<file path="config.mk">
export PLATFORM = sky130hd
export DESIGN_NAME = alu_muldiv
export DESIGN_NICKNAME = d
export VERILOG_FILES = /design/src/rtl/alu_muldiv.sv
export SDC_FILE = /design/constraint.sdc
export NUM_CORES = 1
export LEC_CHECK = 0
export BUFFER_PORTS_ARGS = -buffer_cell sky130_fd_sc_hd__buf_2
export CAP_MARGIN = 10
export CORE_ASPECT_RATIO = 0.5
export CORE_MARGIN = 2
export CORE_UTILIZATION = 55
export DETAILED_ROUTE_END_ITERATION = 8
export PLACE_DENSITY_LB_ADDON = 0.05
export SYNTH_ARGS = -nofsm -noshare
export SYNTH_HDL_FRONTEND = slang
export SYNTH_SLANG_ARGS = --single-unit
</file>
<file path="constraint.sdc">
create_clock -name clk -period 10.6 [get_ports clk]
set_input_delay 1.59 -clock clk [delete_from_list [all_inputs] [get_ports clk]]
set_output_delay 1.59 -clock clk [all_outputs]
set_load 0.03 [all_outputs]
</file>
<file path="src/rtl/alu_muldiv.sv">
// Multi-cycle MIPS-style multiply/divide unit with HI/LO registers.
// Radix-2 shift-add multiply and restoring divide, one step per clock, then a sign-fix cycle.
module alu_muldiv #(
  parameter int WIDTH = 32,
  parameter int CNT_W = 7
) (
  input  logic             clk,
  input  logic             reset_n,
  input  logic             start,
  input  logic [2:0]       op,
  input  logic [WIDTH-1:0] a,
  input  logic [WIDTH-1:0] b,
  output logic             busy,
  output logic             done,
  output logic             div_by_zero,
  output logic [WIDTH-1:0] hi,
  output logic [WIDTH-1:0] lo
);

  typedef enum logic [1:0] {IDLE, CALC, FIX} state_t;

  localparam logic [2:0] OP_MULT  = 3'b000;
  localparam logic [2:0] OP_MULTU = 3'b001;
  localparam logic [2:0] OP_DIV   = 3'b010;
  localparam logic [2:0] OP_DIVU  = 3'b011;
  localparam logic [2:0] OP_MTHI  = 3'b100;
  localparam logic [2:0] OP_MTLO  = 3'b101;

  state_t             state_reg, state_next;
  logic [CNT_W-1:0]   cnt_reg, cnt_next;
  logic [2*WIDTH-1:0] prod_reg, prod_next;
  logic [WIDTH-1:0]   rem_reg, rem_next;
  logic [WIDTH-1:0]   quo_reg, quo_next;
  logic [WIDTH-1:0]   opb_reg, opb_next;
  logic [WIDTH-1:0]   araw_reg, araw_next;
  logic               is_div_reg, is_div_next;
  logic               neg_q_reg, neg_q_next;
  logic               neg_r_reg, neg_r_next;
  logic               bzero_reg, bzero_next;
  logic [WIDTH-1:0]   hi_reg, hi_next;
  logic [WIDTH-1:0]   lo_reg, lo_next;
  logic               done_reg, done_next;
  logic               dbz_reg, dbz_next;

  logic               op_signed;
  logic [WIDTH-1:0]   a_mag, b_mag;
  logic [WIDTH:0]     mul_sum;
  logic [WIDTH:0]     div_shift;
  logic               div_ge;
  logic [2*WIDTH-1:0] mul_fix;
  logic [WIDTH-1:0]   quo_fix, rem_fix;

  // Magnitude of the most-negative value is naturally 2^(WIDTH-1) when read unsigned.
  assign op_signed = (op == OP_MULT) || (op == OP_DIV);
  assign a_mag     = (op_signed && a[WIDTH-1]) ? -a : a;
  assign b_mag     = (op_signed && b[WIDTH-1]) ? -b : b;

  assign mul_sum   = {1'b0, prod_reg[2*WIDTH-1:WIDTH]} + {1'b0, opb_reg};
  assign div_shift = {rem_reg, quo_reg[WIDTH-1]};
  assign div_ge    = div_shift >= {1'b0, opb_reg};

  assign mul_fix   = neg_q_reg ? -prod_reg : prod_reg;
  assign quo_fix   = neg_q_reg ? -quo_reg : quo_reg;
  assign rem_fix   = neg_r_reg ? -rem_reg : rem_reg;

  always_comb begin
    state_next  = state_reg;
    cnt_next    = cnt_reg;
    prod_next   = prod_reg;
    rem_next    = rem_reg;
    quo_next    = quo_reg;
    opb_next    = opb_reg;
    araw_next   = araw_reg;
    is_div_next = is_div_reg;
    neg_q_next  = neg_q_reg;
    neg_r_next  = neg_r_reg;
    bzero_next  = bzero_reg;
    hi_next     = hi_reg;
    lo_next     = lo_reg;
    dbz_next    = dbz_reg;
    done_next   = 1'b0;

    case (state_reg)
      IDLE: begin
        if (start) begin
          case (op)
            OP_MULT, OP_MULTU, OP_DIV, OP_DIVU: begin
              is_div_next = op[1];
              // Multiplier sits in the low half of the product; dividend shifts out of quo.
              prod_next   = {{WIDTH{1'b0}}, b_mag};
              quo_next    = a_mag;
              rem_next    = '0;
              opb_next    = op[1] ? b_mag : a_mag;
              araw_next   = a;
              neg_q_next  = op_signed && (a[WIDTH-1] ^ b[WIDTH-1]);
              neg_r_next  = op_signed && a[WIDTH-1];
              bzero_next  = (b == '0);
              cnt_next    = '0;
              state_next  = CALC;
            end
            OP_MTHI: begin
              hi_next   = a;
              done_next = 1'b1;
            end
            OP_MTLO: begin
              lo_next   = a;
              done_next = 1'b1;
            end
            default: ;
          endcase
        end
      end

      CALC: begin
        if (is_div_reg) begin
          quo_next = {quo_reg[WIDTH-2:0], div_ge};
          rem_next = div_ge ? (div_shift[WIDTH-1:0] - opb_reg) : div_shift[WIDTH-1:0];
        end else begin
          prod_next = prod_reg[0] ? {mul_sum, prod_reg[WIDTH-1:1]}
                                  : {1'b0, prod_reg[2*WIDTH-1:1]};
        end
        cnt_next = cnt_reg + CNT_W'(1);
        if (cnt_reg == CNT_W'(WIDTH - 1)) begin
          state_next = FIX;
        end
      end

      FIX: begin
        if (is_div_reg) begin
          if (bzero_reg) begin
            lo_next  = '1;
            hi_next  = araw_reg;
            dbz_next = 1'b1;
          end else begin
            lo_next  = quo_fix;
            hi_next  = rem_fix;
            dbz_next = 1'b0;
          end
        end else begin
          {hi_next, lo_next} = mul_fix;
        end
        done_next  = 1'b1;
        state_next = IDLE;
      end

      default: state_next = IDLE;
    endcase
  end

  always_ff @(posedge clk or negedge reset_n) begin
    if (!reset_n) begin
      state_reg  <= IDLE;
      cnt_reg    <= '0;
      prod_reg   <= '0;
      rem_reg    <= '0;
      quo_reg    <= '0;
      opb_reg    <= '0;
      araw_reg   <= '0;
      is_div_reg <= 1'b0;
      neg_q_reg  <= 1'b0;
      neg_r_reg  <= 1'b0;
      bzero_reg  <= 1'b0;
      hi_reg     <= '0;
      lo_reg     <= '0;
      done_reg   <= 1'b0;
      dbz_reg    <= 1'b0;
    end else begin
      state_reg  <= state_next;
      cnt_reg    <= cnt_next;
      prod_reg   <= prod_next;
      rem_reg    <= rem_next;
      quo_reg    <= quo_next;
      opb_reg    <= opb_next;
      araw_reg   <= araw_next;
      is_div_reg <= is_div_next;
      neg_q_reg  <= neg_q_next;
      neg_r_reg  <= neg_r_next;
      bzero_reg  <= bzero_next;
      hi_reg     <= hi_next;
      lo_reg     <= lo_next;
      done_reg   <= done_next;
      dbz_reg    <= dbz_next;
    end
  end

  assign busy        = (state_reg != IDLE);
  assign done        = done_reg;
  assign div_by_zero = dbz_reg;
  assign hi          = hi_reg;
  assign lo          = lo_reg;

endmodule

</file>
== Yosys cells after proc, flatten, opt, wreduce, memory -nomap -nowiden ==
Index checks and enable logic that the tools add are counted.
Operators by class
  reduce and logical (&&, ||, !) cells: 20
  shift operators: 0
  $mul: 0
  mux-type cells: 41
  bitwise gates (word level): 1
  divide/modulo/power cells: 0
  equal/unequal tests: 15
  add/sub/neg operators: 8
  $lt $le $gt $ge: 1
Operators by type and width (count)
  32-bit two-way mux: 20
  64-bit two-way mux: 5
  32-bit case mux with 2 select lines: 4
  32-bit negator: 4
  64-bit case mux with 2 select lines: 1
  64-bit negator: 1
  32-bit by 32-bit adder with 33-bit output: 1
  33-bit by 32-bit >= comparator with 1-bit output: 1
  32-bit logical NOT: 1
  32-bit subtractor: 1
  3-bit AND reduction: 5
  7-bit two-way mux: 2
  7-bit case mux with 2 select lines: 1
  2-bit != test (second input constant): 4
  4-bit AND reduction: 2
  7-bit by 1-bit adder with 7-bit output (second input constant): 1
  7-bit by 5-bit == test with 1-bit output (second input constant): 1
  3-bit by 2-bit == test with 1-bit output (second input constant): 2
  3-bit == test (second input constant): 2
  2-bit two-way mux: 3
  2-bit by 1-bit != test with 1-bit output (second input constant): 3
  2-bit nonzero test: 3
  2-bit case mux with 2 select lines: 1
  4-bit OR reduction: 1
  other kinds (12): 16
Storage, ports and cells
  ROM bits: 0
  RAM bits: 0
  bits of input ports: 70
  memories kept: 0
  logic and storage cells: 101
  flip-flop bits (word level): 271
  output and inout port bits: 67
  bits in latches: 0

== Longest topological paths before layout ==
  depth after elaboration: 7
  gate-level depth with buffers: 14
  mapped depth without buffers: 14

== Worst setup path after synthesis ==
OpenSTA, ideal clock, no wires.
  kind: input port to flip-flop
  start: input port a[11]
  end: register opb_reg[24]
  setup slack: 6700 ps
  cell stages on the path: 10
  path buffers: 1
  arrival time: 3776 ps
  library setup time: 125 ps
  data required time: 10475 ps
  cell sequence: buf_2 or4_1 or3_1 nor3_1 nand2_1 nor3_1 a21oi_1 xnor2_1 mux2i_1 mux2_2
On the way
  cells in the longest elaborated chain, start to end: 3
RTL lines
  from (decl): RTL line 11  | input logic [WIDTH-1:0] a,
  32-bit negator: RTL line 55  | assign a_mag = (op_signed && a[WIDTH-1]) ? -a : a;
  32-bit two-way mux: RTL line 55
  32-bit two-way mux: RTL line 93  | opb_next = op[1] ? b_mag : a_mag;
  to (signal assigned): RTL line 173  | opb_reg <= opb_next;
  to (decl): RTL line 34  | logic [WIDTH-1:0] opb_reg, opb_next;
Every way passes these cells.
A chain may end at the register's enable or synchronous reset.

== Worst setup path after layout ==
  start: register prod_reg[0]
  end: register hi_reg[30], in the netlist hi[30]
On the way
  cells in the longest elaborated chain, start to end: 4
RTL lines
  from (decl): RTL line 31  | logic [2*WIDTH-1:0] prod_reg, prod_next;
  from (signal assigned): RTL line 170  | prod_reg <= prod_next;
  64-bit negator: RTL line 62  | assign mul_fix = neg_q_reg ? -prod_reg : prod_reg;
  64-bit two-way mux: RTL line 62
  32-bit two-way mux: RTL line 129  | if (is_div_reg) begin
  32-bit case mux with 2 select lines: RTL line 83  | case (state_reg)
  to (signal assigned): RTL line 179  | hi_reg <= hi_next;
  to (decl): RTL line 40  | logic [WIDTH-1:0] hi_reg, hi_next;
Every way passes these cells.

==> metrics <==
outcome finished clean; ys flop type dfrtp_1; antenna violations before repair 3; measured slew at the worst slew-check pin 1154 ps; Ports 137; post-synthesis cell area 19,920 um2; RSZ-0062 raised after global routing no; Worst Path Max Fanout 22; sequential fraction of the synthesis area 0.3404; gp weighted congestion 1.003; startpoint type of the worst setup path flop; Post-synth EDFFs 0; # resized after CTS 0; Arr. time, crit path 4820 ps; # hold bufs at CTS 0; Netlist cell types 65; Power Density 307.3 nW/um2; final period utilization 0.4136; final slew viol count 0; share of flip-flops with an asynchronous set or reset 1.000; final setup vio count 0; vias in the first global route ~17,000; GR Util All Layers 0.3708; Hold Path Class reg2reg; DRT Pass-1 Iters 5; PortBufs 136; worst endpoint required time 11,040 ps; GR Overflow Total 0; row count between 40 and 50; Antenna Nets Post-Route 0; Reg2Reg Depth 11; share of cells above drive strength 1 0.1086; Clock transition at path regs about 70 ps; Crit. End Element flop; Inserted Clock Buffers 28; Vias/cell 6.374; slew margin rel. 0.2281; Final Skew between 10 and 15 ps; Largest register FFs 64; post-synth net total 2,562; syn_area_per_cell ~8 um2; height of the die 138.6 um; final hold viol count 0; Initial Util 0.5565; grt peak-use layer met1; Post CTS Setup Buffer Count 0; critical path type reg2reg; Worst IR Drop VDD 0.0002020 V; Area Growth Syn to Fin 9.533%; fmax around 230 MHz; Initial DRC Count roughly 2,100; routed len/inst 23.96 um; Clk Tree Root Cell clkbuf_16; Max Cap Violations 0; Total Die Area around 38,000 um2; via count 18,890; hpwl dp 51.84 mm; pre-CTS setup slack 6056 ps; Warnings, synthesis 0; Post-Route WL roughly 71 mm; Final TNS setup 0 ps; Clock Tree Buf Depth 3; post-layout min period 4384 ps; CTS tree done; fin nets 2,600; routing usage on met1 0.5850; Synth Register Bits 271; leakage power 9.402 nW; met2 global-route usage 0.4778; worst hold slack 482.8 ps; htree depth 1; clk_lat worst skew 570 ps; largest net degree at the start of global routing 162; M3 GR Usage 0.1440; Hold Path Depth 2; clk sinks 271; core area 35,800 um2; global-route wire length before repair 107.7 mm; residual DRC count 0; fin worst setup slack slightly above 6000 ps; Synth Instances between 2,000 and 2,500; Die Width 273.2 um
[critical path, cell delays in order (launching register included)]
cell	delay (ps)
dfrtp_1	370
inv_1	650
ha_1	380
nand4_1	480
nor2_1	310
nand3_1	360
or2_2	500
o21ai_0	500
nand2_1	130
xor2_1	170
a222oi_1	240
o21ai_0	140
[layer usage]
layer / vias to the layer above / part of all wire / routed length [um]
met3: 64 / 0.14 / 9953
met4: 2 / 0.014 / 988
li1: 8752 / - / -
met2: 928 / 0.38 / 27000
met1: 9140 / 0.47 / 33040
met5: - / 0.00018 / 13
[metrics by stage]
| stage | total power [mW] | util | area [um2] | instances |
|---|---|---|---|---|
| 3_5_place_dp | 5.533 | 0.5830 | 20880 | 2912 |
| 4_1_cts | 6.606 | 0.6093 | 21820 | 2960 |
| 2_1_floorplan | 4.523 | - | 19920 | 2420 |
| 6_report | 6.706 | 0.6095 | 21820 | 2963 |
| 5_1_grt | 7.190 | 0.6094 | 21820 | 2961 |
| 3_3_place_gp | 5.497 | 0.5830 | 20880 | 2912 |
[synthesized netlist by cell type, types with 46 or more instances]
master / instances / area (um2)
nand2_1: 362 / 1359
a21o_1: 46 / 345.3
nor2_1: 137 / 514.2
a21oi_1: 136 / 680.7
dfrtp_1: 271 / 6782
o31ai_1: 49 / 367.9
inv_1: 59 / 221.5
clkbuf_1: 127 / 476.7
mux2i_1: 96 / 960.9
o21ai_0: 315 / 1577
ha_1: 70 / 875.8
xor2_1: 75 / 656.9
xnor2_1: 152 / 1331
[power breakdown]
part	internal (mW)	switching [mW]	leakage (nW)	total, mW
registers	1.40	0.574	3.32	1.98
logic	1.47	2.21	5.62	3.67
clock network	0.611	0.449	0.466	1.06
[cell usage in the layout, fill, tap and decap left out, types with 39 or more instances in the layout]
cell type,synthesis,routed
a21o_1,46,46
dfrtp_1,271,269
nor2_1,137,133
xor2_1,75,75
nand2b_1,39,39
buf_2,2,135
inv_1,59,59
xnor2_1,152,152
ha_1,70,70
nand2_1,362,359
o21ai_0,315,315
o31ai_1,49,49
mux2i_1,96,96
a21oi_1,136,136
[path summary, 6_finish.rpt]
kind | startpoint | end | slack, ps
setup / recovery | prod_reg[0]$_DFFE_PN0P_ | hi[30]$_DFFE_PN0P_ | 6220
hold / removal | araw_reg[8]$_DFFE_PN0P_ | araw_reg[8]$_DFFE_PN0P_ | 480
setup reg to reg | prod_reg[0]$_DFFE_PN0P_ | hi[30]$_DFFE_PN0P_ | 6220
hold reg to reg | araw_reg[8]$_DFFE_PN0P_ | araw_reg[8]$_DFFE_PN0P_ | 480
max in group asynchronous | reset_n | rem_reg[27]$_DFFE_PN0P_ | 8130
min in group asynchronous | reset_n | lo[7]$_DFFE_PN0P_ | 1040
[cell type report]
| type | count | area [um2] |
|---|---|---|
| inverters | 59 | 221.5 |
| fillers | 3298 | 13980 |
| multi-input cells | 1938 | 12380 |
| well taps | 484 | 605.6 |
| flip-flops and latches | 271 | 6784 |
| diodes | 3 | 7.507 |
| clock inverters | 7 | 110.1 |
| clock buffers | 41 | 830.8 |
| repair buffers | 160 | 883.3 |
[cell families (layout without fill, tap and decap cells)]
group                    Yosys count  count (layout)  synth area share
AO/OA/AOI/OAI                    764             764            0.2396
XOR/XNOR                         227             227           0.09979
adder cells (fa/ha/maj)           72              72           0.04597
buffers and inverters            211             267           0.04025
flip-flops                       271             271            0.3404
multiplexers                     115             115           0.05897
other                              0               3                 0
AND/OR/NAND/NOR                  760             760            0.1750
Note: power is estimated with default switching activity, not from simulation.
